<file path="config.mk">
export PLATFORM = sky130hd
export DESIGN_NAME = systolic_mac_pe
export DESIGN_NICKNAME = d
export VERILOG_FILES = /design/src/rtl/systolic_mac_pe.sv
export SDC_FILE = /design/constraint.sdc
export NUM_CORES = 1
export LEC_CHECK = 0
export ABC_AREA = 1
export CAP_MARGIN = 0
export CORE_UTILIZATION = 30
export DETAILED_ROUTE_END_ITERATION = 8
export PLACE_DENSITY = 0.59
export SYNTH_ARGS = -nofsm -noshare
export SYNTH_HDL_FRONTEND = slang
export SYNTH_SLANG_ARGS = --single-unit
</file>
<file path="constraint.sdc">
create_clock -name clk -period 6.8 [get_ports clk]
set_input_delay 1.02 -clock clk [delete_from_list [all_inputs] [get_ports clk]]
set_output_delay 1.02 -clock clk [all_outputs]
set_load 0.005 [all_outputs]
</file>
<file path="src/rtl/systolic_mac_pe.sv">
// Systolic-array MAC tile: forwards operands east/south one cycle late and
// accumulates operand products through a two-stage pipeline.
module systolic_mac_pe #(
    parameter int DATA_W   = 8,
    parameter int ACC_W    = 20,
    parameter int SIGNED   = 0,
    parameter int SATURATE = 1
) (
    input  logic              clk,
    input  logic              reset,
    input  logic [DATA_W-1:0] inA,
    input  logic [DATA_W-1:0] inB,
    input  logic              inValid,
    input  logic              clearAcc,
    output logic [DATA_W-1:0] outA,
    output logic [DATA_W-1:0] outB,
    output logic              outValid,
    output logic [ACC_W-1:0]  accOut,
    output logic              accValid,
    output logic              overflow
);
    localparam int PROD_W    = 2 * DATA_W;
    localparam bit IS_SIGNED = (SIGNED != 0);
    localparam bit IS_SAT    = (SATURATE != 0);

    generate
        if (ACC_W < PROD_W) begin : g_acc_too_narrow
            $error("systolic_mac_pe: ACC_W must be at least 2*DATA_W");
        end
    endgenerate

    logic [DATA_W-1:0] r_out_a;
    logic [DATA_W-1:0] r_out_b;
    logic              r_out_valid;
    logic [PROD_W-1:0] r_prod;
    logic              r_v1;
    logic              r_c1;
    logic [ACC_W-1:0]  r_acc;
    logic              r_acc_valid;
    logic              r_overflow;

    logic [PROD_W-1:0] w_a_ext;
    logic [PROD_W-1:0] w_b_ext;
    logic [PROD_W-1:0] w_prod;
    logic [ACC_W-1:0]  w_p_ext;
    logic [ACC_W:0]    w_sum_full;
    logic [ACC_W-1:0]  w_sum;
    logic [ACC_W-1:0]  w_sat_val;
    logic [ACC_W-1:0]  w_acc_add;
    logic              w_carry;
    logic              w_signed_ovf;
    logic              w_ovf;

    // Widening both operands to the product width first makes the low bits of
    // a plain multiply the correct product in either signedness.
    assign w_a_ext = {{DATA_W{IS_SIGNED & inA[DATA_W-1]}}, inA};
    assign w_b_ext = {{DATA_W{IS_SIGNED & inB[DATA_W-1]}}, inB};
    assign w_prod  = w_a_ext * w_b_ext;

    generate
        if (ACC_W > PROD_W) begin : g_ext
            assign w_p_ext = {{(ACC_W-PROD_W){IS_SIGNED & r_prod[PROD_W-1]}}, r_prod};
        end else begin : g_noext
            assign w_p_ext = r_prod;
        end
    endgenerate

    assign w_sum_full   = {1'b0, r_acc} + {1'b0, w_p_ext};
    assign w_sum        = w_sum_full[ACC_W-1:0];
    assign w_carry      = w_sum_full[ACC_W];
    assign w_signed_ovf = (r_acc[ACC_W-1] == w_p_ext[ACC_W-1]) &&
                          (w_sum[ACC_W-1] != r_acc[ACC_W-1]);
    assign w_ovf        = IS_SIGNED ? w_signed_ovf : w_carry;

    // On signed overflow both addends share a sign, so the accumulator's sign
    // picks the rail to clamp to.
    assign w_sat_val = !IS_SIGNED      ? {ACC_W{1'b1}} :
                       r_acc[ACC_W-1]  ? {1'b1, {(ACC_W-1){1'b0}}} :
                                         {1'b0, {(ACC_W-1){1'b1}}};
    assign w_acc_add = (IS_SAT && w_ovf) ? w_sat_val : w_sum;

    always_ff @(posedge clk) begin
        if (reset) begin
            r_out_a     <= '0;
            r_out_b     <= '0;
            r_out_valid <= 1'b0;
            r_prod      <= '0;
            r_v1        <= 1'b0;
            r_c1        <= 1'b0;
            r_acc       <= '0;
            r_acc_valid <= 1'b0;
            r_overflow  <= 1'b0;
        end else begin
            r_out_a     <= inA;
            r_out_b     <= inB;
            r_out_valid <= inValid;
            r_prod      <= w_prod;
            r_v1        <= inValid;
            r_c1        <= clearAcc;
            r_acc_valid <= r_v1;
            if (r_v1 && r_c1) begin
                r_acc      <= w_p_ext;
                r_overflow <= 1'b0;
            end else if (r_v1) begin
                r_acc      <= w_acc_add;
                r_overflow <= r_overflow | w_ovf;
            end else if (r_c1) begin
                r_acc      <= '0;
                r_overflow <= 1'b0;
            end
        end
    end

    assign outA     = r_out_a;
    assign outB     = r_out_b;
    assign outValid = r_out_valid;
    assign accOut   = r_acc;
    assign accValid = r_acc_valid;
    assign overflow = r_overflow;
endmodule

</file>
==> results of run 1 <==
## registers in the layout (all words and copies together), names as in the netlist
register and cells:
r_prod 16, r_v1 1, outB 8, r_c1 1
outA 8, overflow 1, accOut 20, accValid 1
## logic make-up after synthesis
kind of cell | after synthesis | synth area share [%]
adders and majority gates | 89 | 26.1
DFF | 56 | 21.0
buffers and inverters | 210 | 15.1
and+or+nand+nor | 332 | 25.6
xor gates and xnor gates | 11 | 1.81
AOI/OAI and AO/OA | 89 | 10.3
## metal layers
layer / track usage (%) / share of wire [%] / routed length (µm)
met5: 0 / 0 / 0
met4: 3.00 / 0.58 / 74
met3: 2.96 / 3.4 / 434
met2: 25.7 / 49 / 6260
met1: 19.0 / 47 / 6020
## cell usage in the layout, fill, tap and decap left out, types with 2 or more instances in the layout
cell type        count
nand2_1            193
nand3_1             19
nand4_1              6
nand2_2              5
inv_2                3
ha_1                52
clkdlybuf4s50_1     57
o21ai_0             23
fa_1                37
a21oi_1             39
xnor2_1              3
and2_1               3
dfxtp_1             56
o21ai_2             10
nor2_1              90
inv_1              179
nor2_4               3
clkbuf_16            5
nor2_2               3
buf_4                2
a21oi_2             10
xor2_1               8
nor3_1               5
nand3b_1             3
## worst min-delay path, stage by stage, from the launching register on
cell     delay (ns)
dfxtp_1        0.33
nand2_1        0.07
a21oi_1        0.05
## metrics by stage
stage | total power [µW] | hold slack [ns] | cell area (µm²)
2_1_floorplan | 924 | 0.479 | 5330
5_1_grt | 1490 | 0.527 | 6220
6_report | 1350 | 0.497 | 6220
4_1_cts | 1370 | 0.497 | 6220
3_3_place_gp | 1080 | 0.478 | 6080
3_5_place_dp | 1090 | 0.484 | 6080
## final timing paths
check	from	endpoint	slack [ns]	cells past startpoint
worst max-delay path	inB[7]	r_prod[12]$_SDFF_PP0_	1.67	16
worst min-delay path	accOut[2]$_SDFFE_PP0P_	accOut[2]$_SDFFE_PP0P_	0.50	2
worst max register to register	accOut[0]$_SDFFE_PP0P_	accOut[0]$_SDFFE_PP0P_	4.56	12
worst min register to register	accOut[2]$_SDFFE_PP0P_	accOut[2]$_SDFFE_PP0P_	0.50	2
## report_power, final
| part | internal [µW] | switching [µW] |
|---|---|---|
| registers | 372 | 30.5 |
| logic | 268 | 413 |
| clock network | 138 | 127 |
## layout make-up
class,instances,area share (%)
Clock buffer,6,2.07
Inverter,183,11.0
Tap cell,225,4.52
Multi-Input combinational cell,521,54.6
Sequential cell,56,18.0
Timing Repair Buffer,60,9.49
Clock inverter,2,0.221
## synth_stat cells (all sizes together), types with 2 or more instances
cell type / count
xnor2: 3
nor2: 96
nand2: 199
nand3: 19
ha: 52
fa: 37
xor2: 8
nand3b: 3
inv: 182
dfxtp: 56
nand4: 6
o21ai: 33
a21oi: 50
and2: 4
buf: 2
clkbuf: 25
nor3: 5
==> flow_summary_export.csv, run 1 <==
group,metric,value,unit
run_status,outcome,"finished clean",
timing,fin_crit_sh,75.5,%
synth,synth_edf_count,0,
timing,max_freq,195,MHz
timing,worst_pin_slew,0.701,ns
global_routing,grt_pass1_wl,21500,µm
finish,multi_input_area,0.00340,mm²
pwr,ir_drop,122,µV
cts,cts_buffer_depth,2,
drt,drc,0,
worst_setup_path,path_cells,"clkdlybuf4s50_1 > nand2_1 > fa_1 > fa_1 > inv_1 > fa_1 > inv_1 > fa_1 > inv_1 > ha_1 > a21oi_1 > o21ai_0 > a21oi_1 > o21ai_0 > o21ai_0 > a21oi_1",
drt,first_pass_iters,6,
finish,final_nets,936,
floorplanning,die-area,0.0183,mm²
finish,finalNonFillerCells,1053,
floorplanning,rows,48,
synth,avgSynthCellArea,6.77,µm²
global_routing,grt_overflow,0,
synth,async_reset_ff_share,0,%
placed_design,place_inst,1045,
cts,path_clk_slew,0.08,ns
worst_setup_path,max_stage_delay,0.68,ns
synth,synth_cell_types,34,
timing,period_minus_slack,5.13,ns
drt,drt-initial-drc-count,253,
finish,drive_above_1_share,5.68,%
synth,ys_seq_area_share,21.0,%
synth,yosysTopAreaCell,"dfxtp_1",
placed_design,gp_congestion,0.881,
synth,ys_ff_latch,56,
pwr,p_per_area,217,mW/mm²
timing,slew_viol_final,0,
drt,vias,4555,
synth,ys_dominant_reg_cell,"dfxtp_1",
synth,ys_warn_count,0,
placed_design,post-place-ws,1.33,ns
worst_setup_path,cp_slowest_cell,"clkdlybuf4s50_1",
cts,cts.repair.resized,0,
synth,synthCells,787,
floorplanning,io_pins,59,
timing,maxSlewHeadroom,53.2,%
worst_setup_path,crit_family,"adder cells",
timing,setup_viol,0,
synth,syn_nets,896,
synth,synth.area.top_cells,"dfxtp_1 21%, fa_1 14%, nand2_1 14%, inv_1 13%, ha_1 12%",
finish,antenna_cells,0,
pwr,power.leakage,0.00338,µW
finish,n_fill_cell,1870,
synth,synth_area,0.00533,mm²
drt,via_per_inst,4.33,
finish,final_core_util,36.0,%
drt,routedWlPerCell,12.1,µm
hold_path,min_path_type,"flop to flop",
worst_setup_path,worst_setup_path_start_kind,"input pin",
placed_design,port_buffers,58,
floorplanning,die_height,135,µm
floorplanning,initial_core_util,30.8,%
cts,clk_latency,0.31,ns
timing,skew,0.0136,ns
worst_setup_path,path_class,"input pin to flop",
cts,cts-root-buf,"clkbuf_16",
cts,ctsHtreeMaxLevel,2,
placed_design,hpwl,10100,µm
cts,numCtsBuffers,5,
finish,syn_to_final_growth,16.8,%
synth,synth_top_area_share,21.0,%
global_routing,gr-usage-all-layers,14.8,%
job,cap_violations,0,
floorplanning,core,0.0173,mm²
global_routing,antenna_found_initial,0,
timing,finalWorstSetupSlack,1.67,ns
cts,cts_sinks,56,
worst_setup_path,cp_max_fo,9,
drt,wirelength,12800,µm
worst_setup_path,worstPathRequired,6.99,ns
global_routing,grt_max_degree,43,
worst_setup_path,cp-end-kind,"flop",
worst_setup_path,worst_path_most_repeated_cell,"fa_1",
cts,cts_hold_buf,0,
cts,post_cts_buffers,0,
global_routing,grt_pass1_vias,4362,
timing,rsz0062_at_grt,"no",
cts,tritoncts,"built",
timing,finalHoldViolCount,0,
timing,totalNegativeSetupSlack,0,ns
worst_setup_path,path_buf_inv,4,
floorplanning,die_w,135,µm
worst_setup_path,arrival,5.32,ns
finish,regArea,0.00112,mm²
drt,detail-route-antenna-nets,0,
Note: power is estimated with default switching activity, not from simulation.
==> run 2: changes to the inputs <==
--- a/config.mk
+++ b/config.mk
@@ -9,7 +9,7 @@
 export CAP_MARGIN = 0
 export CORE_UTILIZATION = 30
 export DETAILED_ROUTE_END_ITERATION = 8
-export PLACE_DENSITY = 0.59
+export PLACE_DENSITY = 0.61
 export SYNTH_ARGS = -nofsm -noshare
 export SYNTH_HDL_FRONTEND = slang
 export SYNTH_SLANG_ARGS = --single-unit
==> constraint.sdc (replaced) <==
create_clock -name clk -period 4.2 [get_ports clk]
set_input_delay 0.63 -clock clk [delete_from_list [all_inputs] [get_ports clk]]
set_output_delay 0.63 -clock clk [all_outputs]
set_load 0.005 [all_outputs]
==> run 2 against run 1 <==
Effect of this change: die area did not move; via count rose by 4.8%; wire length fell by 0.21%; total power rose by 88%; design area rose by 6.7%; core utilization rose by 2.4 points; sequential power rose by 62%; hold slack got worse by 0.0082 ns; global-route usage rose by 0.14 points; non-clock buffer count rose by 48; first-iteration DRC count fell by 21%; sequential share of layout area fell by 1.1 points; critical endpoint is now r_prod[14]$_SDFF_PP0_.
==> flow_summary_export.csv, run 2 (synthesis gave the netlist of run 1 again) <==
group,metric,value,unit
global_routing,grt_overflow,0,
drt,routedWlPerCell,11.6,µm
timing,finalWorstSetupSlack,0.215,ns
global_routing,grt_pass1_wl,21900,µm
finish,design_area,0.00664,mm²
worst_setup_path,worst_path_most_repeated_cell,"fa_1",
cts,clk_latency,0.31,ns
hold_path,min_path_type,"flop to flop",
timing,fin_crit_sh,94.9,%
finish,antenna_cells,0,
worst_setup_path,cp_slowest_cell,"fa_1",
floorplanning,die_height,135,µm
floorplanning,rows,48,
timing,period_minus_slack,3.99,ns
cts,cts_sinks,56,
floorplanning,io_pins,59,
cts,cts_buffer_depth,2,
cts,cts-root-buf,"clkbuf_16",
global_routing,grtUsageMet1,18.6,%
pwr,p_int,1500,µW
pwr,combPwrFrac,56.4,%
worst_setup_path,worstPathRequired,4.39,ns
timing,setup_viol,0,
finish,final_nets,984,
worst_setup_path,crit_family,"adder cells",
timing,max_freq,251,MHz
pwr,ir_drop,228,µV
floorplanning,initial_core_util,30.8,%
pwr,power.leakage,0.00362,µW
worst_setup_path,cp_max_fo,4,
timing,worst_pin_slew,0.702,ns
pwr,p_per_area,382,mW/mm²
run_status,outcome,"finished clean",
job,cap_violations,0,
timing,maxSlewHeadroom,53.0,%
global_routing,use_met3,2.66,%
pwr,power.switching,1030,µW
global_routing,antenna_found_initial,0,
global_routing,grt_pass1_vias,4683,
timing,slew_viol_final,0,
timing,skew,0.0161,ns
finish,final_cell_mix,"191 x nand2_1, 178 x inv_1, 89 x nor2_1",
placed_design,port_buffers,58,
worst_setup_path,max_stage_delay,0.54,ns
cts,ctsHtreeMaxLevel,2,
cts,path_clk_slew,0.08,ns
drt,first_pass_iters,4,
floorplanning,core,0.0173,mm²
global_routing,gr-usage-all-layers,15.0,%
floorplanning,die_w,135,µm
placed_design,post-place-ws,-0.687,ns
timing,totalNegativeSetupSlack,0,ns
drt,drc,0,
drt,via_per_inst,4.33,
placed_design,postPlaceCellArea,0.00645,mm²
pwr,p_sw_share,40.6,%
worst_setup_path,arrival,4.17,ns
placed_design,gp_congestion,0.904,
worst_setup_path,path_buf_inv,6,
cts,tritoncts,"built",
global_routing,grt_use_met2,26.4,%
global_routing,grt_max_degree,42,
drt,vias,4772,
pwr,p_clk_share,17.8,%
timing,whs,0.488,ns
pwr,power_frac_seq,25.8,%
worst_setup_path,worst_setup_path_start_kind,"input pin",
worst_setup_path,path_cells,"clkbuf_2 > buf_6 > buf_4 > nand2_1 > inv_1 > fa_1 > fa_1 > fa_1 > inv_1 > fa_1 > inv_1 > ha_4 > a21oi_1 > o21ai_1 > a21oi_2 > o21ai_1 > o21ai_0 > a21oi_1",
placed_design,hpwl,10400,µm
drt,drt-initial-drc-count,199,
worst_setup_path,path_class,"input pin to flop",
finish,final_core_util,38.4,%
cts,numCtsBuffers,5,
worst_setup_path,cp-end-kind,"flop",
drt,wirelength,12800,µm
timing,rsz0062_at_grt,"yes",
finish,largest_register_ffs,20,
cts,cts_hold_buf,0,
finish,final_common_cell,"nand2_1",
timing,finalHoldViolCount,0,
finish,drive_above_1_share,14.3,%
floorplanning,die-area,0.0183,mm²
finish,syn_to_final_growth,24.7,%
global_routing,grt_busiest_layer,"met2",
drt,detail-route-antenna-nets,0,
## run 2: layout make-up
| type | instances | area, µm² |
|---|---|---|
| Fill cell | 1844 | 10700 |
| Multi-Input combinational cell | 521 | 3490 |
| Sequential cell | 56 | 1120 |
| Timing Repair Buffer | 108 | 905 |
| Inverter | 183 | 687 |
| Tap cell | 225 | 282 |
| Clock buffer | 6 | 139 |
| Clock inverter | 2 | 15.0 |
## run 2: stage by stage
step	total power [µW]	std cells
after floorplan	1540	787
after global placement	1990	1090
after detailed placement	2000	1090
after CTS	2490	1099
after global routing	2790	1101
final	2540	1101
## run 2: timing repair
| item | 4_1_cts | 5_1_grt |
|---|---|---|
| buffers inserted | 1 | 2 |
| endpoints found under the setup margin | 8 | 9 |
| pin swaps | 9 | 14 |
| gates resized for setup | 32 | 45 |
| gates cloned | 0 | 0 |
## run 2: worst paths after layout
kind                               start                       to  slack [ns]  cells past startpoint
setup / recovery                  inB[3]    r_prod[14]$_SDFF_PP0_        0.21                     18
hold reg to reg   accOut[0]$_SDFFE_PP0P_   accOut[0]$_SDFFE_PP0P_        0.49                      2
setup reg to reg  accOut[0]$_SDFFE_PP0P_  accOut[14]$_SDFFE_PP0P_        1.94                     13
hold / removal    accOut[0]$_SDFFE_PP0P_   accOut[0]$_SDFFE_PP0P_        0.49                      2
## run 2: power groups by stage
stage | logic (µW) | clock network, µW | registers, µW
6_report | 1430 | 452 | 654
5_1_grt | 1640 | 488 | 661
4_1_cts | 1370 | 475 | 654
3_5_place_dp | 1330 | 0 | 667
3_3_place_gp | 1320 | 0 | 669
2_1_floorplan | 894 | 0 | 648
## run 2: layer usage
metal  wire length (µm)  share of wire, %
met5                  0                 0
met4                231               1.8
met3                501               3.9
met2               6090                48
met1               5950                47
## run 2: worst min-delay path, delay by kind of cell (launching register included)
family           cells  cell delay (ns)
flip-flops           1             0.33
AND/OR/NAND/NOR      1             0.06
AO/OA/AOI/OAI        1             0.05
==> run 3: changes to the inputs <==
--- a/config.mk
+++ b/config.mk
@@ -8,6 +8,7 @@
 export ABC_AREA = 1
 export CAP_MARGIN = 0
 export CORE_UTILIZATION = 30
+export CTS_CLUSTER_SIZE = 24
 export DETAILED_ROUTE_END_ITERATION = 8
 export PLACE_DENSITY = 0.61
 export SYNTH_ARGS = -nofsm -noshare
==> results of run 3 <==
No change in the layout: final DEF, timing and power equal those of run 2.
==> RTL edit 1, RTL diff (config.mk and constraints of run 2) <==
The parameter `ACC_W` goes from 20 to 24.
--- a/src/rtl/systolic_mac_pe.sv
+++ b/src/rtl/systolic_mac_pe.sv
@@ -2,7 +2,7 @@
 // accumulates operand products through a two-stage pipeline.
 module systolic_mac_pe #(
     parameter int DATA_W   = 8,
-    parameter int ACC_W    = 20,
+    parameter int ACC_W    = 24,
     parameter int SIGNED   = 0,
     parameter int SATURATE = 1
 ) (
Ports: changed (resized accOut); port bits go from 59 to 63. No check against the original RTL was run, so the function may have changed too.
==> RTL edit 1 against run 2 <==
Synthesized area grew 8.0%. Critical path type unchanged. Non-clock buffer count fell by 6. Setup slack worse by 1.9 ps. Die area increased by 7.8%. Design area increased by 7.6%. Total power up 10%. Sequential cell count up 4. Fmax about the same. Routed wire length is 20% higher.
==> RTL edit 1: results <==
group,metric,value,unit
run_status,status,"finished clean",
synthesis,async_flop_share,0,%
detailed_routing,dr.pass1.iters,4,
power,p_leak,4.04,nW
global_route,grt_antenna_before_repair,0,
place,placedCellCount,1207,
sta,relSlewSlack,37.1,%
hold_path,whs_path_depth,2,
place,gp_congestion,0.906,
sta,worst_clock_skew,5.64,ps
place,pre_cts_slack,-587,ps
finish,nNetsFinal,1094,
clock_tree,cts_setup_buffers,0,
clock_tree,cts-root-buf,"clkbuf_16",
critical_path,startpoint,"inB[2]",
hold_path,hp-class,"flip-flop to flip-flop",
finish,fill_cells,1998,
synthesis,synthTopCellsByArea,"dfxtp_1 21%, nand2_1 17%, inv_1 14%",
detailed_routing,drtIter0Drc,291,
clock_tree,clkLatencyLatePin,340,ps
clock_tree,htreeDepth,3,
synthesis,synth-main-ff-cell,"dfxtp_1",
place,hpwl,12000,um
critical_path,regToRegStartpoint,"r_c1",
place,placed_area,6840,um2
synthesis,netlist-cell-type-count,29,
clock_tree,cts-resized-gates,16,
clock_tree,cts_buffers,9,
critical_path,critPathMaxStageDelay,540,ps
synthesis,syn_nets,1011,
detailed_routing,num_vias,5501,
critical_path,arrival,4250,ps
synthesis,synth-warning-count,0,
global_route,grt_pass1_vias,5278,
place,port_buffers,62,
synthesis,synth_cells,902,
synthesis,synthTopCellsByCount,"266 x nand2_1, 213 x inv_1, 71 x nor2_1",
hold_path,hp-start,"overflow",
global_route,grt_pass1_wl,25500,um
clock_tree,clk_pin_slew_worst_paths,60,ps
finish,drive_gt1_share,9.09,%
clock_tree,clock_path_buffers,2,
detailed_routing,routedWlPerCell,12.5,um
critical_path,cp_max_fo,5,
power,ir_drop,0.000259,V
finish,antenna_cells,0,
detailed_routing,wl,15300,um
critical_path,reg2reg_depth,5,
synthesis,synth_seq_area_share,20.9,%
global_route,grt_use_total,16.3,%
global_route,grt_max_degree,35,
critical_path,slowest_stage,"fa_1",
finish,largest_reg_flops,24,
-- RTL edit 1: cell types whose count changed after synthesis, moves of 6 or more --
cell	run 2	this run
nand2_1	193	266
inv_1	179	213
nand3_1	19	49
nor2_1	90	71
o21ai_0	23	33
o21ai_2	10	0
a21oi_1	39	47
a21oi_2	10	4
-- RTL edit 1: final cells by class --
type | instances | area, um2 | area share (%)
flip-flops and latches | 60 | 1200 | 16.8
clock inverters | 7 | 75.1 | 1.05
repair buffers | 102 | 871 | 12.2
clock buffers | 9 | 225 | 3.15
multi-input cells | 598 | 3680 | 51.5
inverters | 214 | 803 | 11.2
well taps | 234 | 293 | 4.10
-- RTL edit 1: critical path: cells and delay by family --
family	cells	cell delay [ps]
AND/OR/NAND/NOR	5	530
AO/OA/AOI/OAI	2	230
adder cells (fa/ha/maj)	5	2280
buffers and inverters	5	590
-- RTL edit 1: cells by family (layout without fill, tap and decap cells) --
group	Yosys count	count (layout)	share of synthesized area (%)
and+or+nand+nor	411	411	29.3
buffers and inverters	244	332	16.1
AOI/OAI and AO/OA	91	91	8.42
adders and majority gates	89	89	24.2
DFF	60	60	20.9
xor gates and xnor gates	7	7	1.07
-- RTL edit 1: worst paths after layout --
path / slack [ps] / to
worst max register to register: 1850 / accOut[11]
worst min-delay path: 490 / overflow
worst min register to register: 490 / overflow
worst max-delay path: 210 / r_prod[14]
-- RTL edit 1: routing by layer --
layer / GRT usage (%) / vias up / share of wire [%]
li1: - / 2874 / -
met4: 4.46 / 0 / 1.5
met5: 0 / - / 0
met3: 4.27 / 20 / 5.0
met2: 29.3 / 101 / 48
met1: 19.0 / 2506 / 45
-- RTL edit 1: where the power goes --
part	switching (mW)	internal (mW)
logic	0.757	0.604
clock network	0.286	0.462
registers	0.0492	0.641
total	1.09	1.71
==> RTL edit 2, RTL diff (settings of run 2) <==
Made on the original files. Reset style: asynchronous (`reset`), changed in one clocked block.
--- a/src/rtl/systolic_mac_pe.sv
+++ b/src/rtl/systolic_mac_pe.sv
@@ -79,7 +79,7 @@
                                          {1'b0, {(ACC_W-1){1'b1}}};
     assign w_acc_add = (IS_SAT && w_ovf) ? w_sat_val : w_sum;
 
-    always_ff @(posedge clk) begin
+    always_ff @(posedge clk or posedge reset) begin
         if (reset) begin
             r_out_a     <= '0;
             r_out_b     <= '0;
Formal check against the unedited RTL: differs if reset is asserted again (counterexample within 4 cycles, from zero or initial values and one cycle with reset high); with reset held inactive, the same outputs for 10 cycles.
==> RTL edit 2 against run 2 <==
Design area shrank 0.19%. Register-to-register slack better by 110 ps. Utilization is 0.061 points higher. Total power is 45% higher. Critical path depth unchanged. Sequential cell count unchanged. Worst hold slack improved by 11 ps. Sequential power is 22% higher. Routed wire length shrank 1.2%. Synthesized area decreased by 0.78%. Die area down 0.76%. Setup slack worse by 12 ps. Critical path type unchanged. Critical endpoint is now r_prod[14].
==> RTL edit 2: results <==
group,metric,value,unit
synthesis,netlist-cell-type-count,34,
hold_path,whs_path_depth,2,
critical_path,cp_max_fo,5,
detailed_routing,drt-vias-per-instance,4.37,
synthesis,syn_area_per_cell,7.41,um2
critical_path,slowest_stage,"fa_1",
synthesis,syn_nets,822,
detailed_routing,routedWlPerCell,12.3,um
critical_path,r2r_slack,2050,ps
critical_path,worstReg2RegEnd,"accOut[2]",
detailed_routing,num_vias,4479,
place,gp_congestion,0.860,
clock_tree,htreeDepth,2,
global_route,grt_use_total,15.1,%
global_route,grt_pass1_vias,4557,
detailed_routing,drtAntennaViolNets,0,
finish,layout_commonest_cell,"nand2_1",
place,port_buffers,58,
die,row_count,48,
synthesis,synth-warning-count,0,
synthesis,yosysTopAreaCellShare,26.5,%
critical_path,regToRegStartpoint,"accOut[0]",
place,hpwl,10400,um
run_status,status,"finished clean",
sta,relSlewSlack,45.3,%
place,placedCellCount,1017,
finish,drive_gt1_share,11.0,%
clock_tree,clk_pin_slew_worst_paths,70,ps
finish,nNetsFinal,908,
place,placed_area,6370,um2
global_route,grt_max_degree,37,
critical_path,critPathMaxStageDelay,520,ps
global_route,grt_pass1_wl,21600,um
detailed_routing,drtIter0Drc,215,
clock_tree,clock_path_buffers,2,
power,ir_drop,0.000235,V
sta,worst_clock_skew,4.57,ps
power,p_leak,3.81,nW
hold_path,hp-class,"flip-flop to flip-flop",
detailed_routing,dr.pass1.iters,4,
finish,antenna_cells,0,
synthesis,synthTopCellsByCount,"218 x nand2_1, 160 x inv_1, 56 x dfrtp_1",
global_route,grt_antenna_before_repair,0,
critical_path,arrival,4230,ps
finish,largest_reg_flops,20,
hold_path,hp-start,"overflow",
hold_path,hold-path-endpoint,"overflow",
critical_path,reg2reg_depth,12,
place,pre_cts_slack,-561,ps
clock_tree,cts_setup_buffers,0,
sta,worst_hold_slack,500,ps
synthesis,synth_seq_area_share,26.5,%
clock_tree,cts-root-buf,"clkbuf_16",
clock_tree,cts_buffers,5,
synthesis,synthTopCellsByArea,"dfrtp_1 27%, nand2_1 15%, fa_1 14%",
synthesis,async_flop_share,100,%
clock_tree,clkLatencyLatePin,310,ps
## RTL edit 2: changes by cell type in the layout (fill, tap and decap cells not counted), sizes merged, moves of 5 or more
| cell | change |
|---|---|
| xor2 | +5 |
| dfrtp | +56 |
| nand3 | +7 |
| clkbuf | -11 |
| inv | -18 |
| a21oi | -24 |
| buf | -12 |
| nor2 | -51 |
| o21ai | -21 |
| dlygate4sd2 | +8 |
| dfxtp | -56 |
| nand2 | +28 |
## RTL edit 2: layer usage
metal / vias to the layer above / part of all wire, % / track usage [%]
met5: - / 0 / 0
met4: 0 / 2.1 / 5.31
met3: 20 / 3.2 / 2.93
met2: 76 / 49 / 26.1
met1: 2076 / 46 / 18.6
li1: 2307 / - / -
## RTL edit 2: what timing repair did
item	in CTS	in global routing
pin swaps	2	1
gates resized for setup	21	14
setup endpoints to repair	9	8
cloned	0	0
## RTL edit 2: cells by family after synthesis
kind of cell / count (synthesis) / synth area share (%)
buffers and inverters: 186 / 13.3
AOI/OAI and AO/OA: 48 / 5.56
DFF: 56 / 26.5
xor gates and xnor gates: 20 / 3.31
adders and majority gates: 89 / 26.3
and+or+nand+nor: 314 / 25.0
## RTL edit 2: worst max path at each step
stage                       from         end  slack [ps]  depth (start not counted)
after CTS                 inA[0]  r_prod[14]         -20                         17
after global placement    inA[4]  r_prod[14]        -510                         17
after global routing      inB[4]  r_prod[14]           2                         17
after detailed placement  inA[4]  r_prod[14]        -560                         17
final                     inA[3]  r_prod[14]         200                         18
after floorplan           inA[0]  r_prod[14]          20                         17
## RTL edit 2: cell type report
cell class                      instances  area (um2)
Clock buffer                            5         125
Clock inverter                          3        42.5
Fill cell                            1766       10600
Inverter                              166         623
Multi-Input combinational cell        471        3270
Sequential cell                        56        1400
Tap cell                              225         282
Timing Repair Buffer                   99         881
## RTL edit 2: power by group
group          switching, mW  total [mW]  internal (mW)
combinational           1.33        2.38           1.05
clock                  0.209       0.490          0.281
sequential             0.118       0.799          0.682
## RTL edit 2: critical path: cells and delay by family
kind,cells,cell delay [ps]
xor gates and xnor gates,1,140
buffers and inverters,5,650
AOI/OAI and AO/OA,1,130
and+or+nand+nor,6,440
adders and majority gates,5,2230
## RTL edit 2: through the flow
step                setup TNS, ps  util (%)
floorplan                       0         -
detailed placement          -4480      37.0
global route                    0      38.5
global placement            -4020      37.0
CTS                         -15.6      38.2
finish                          0      38.5
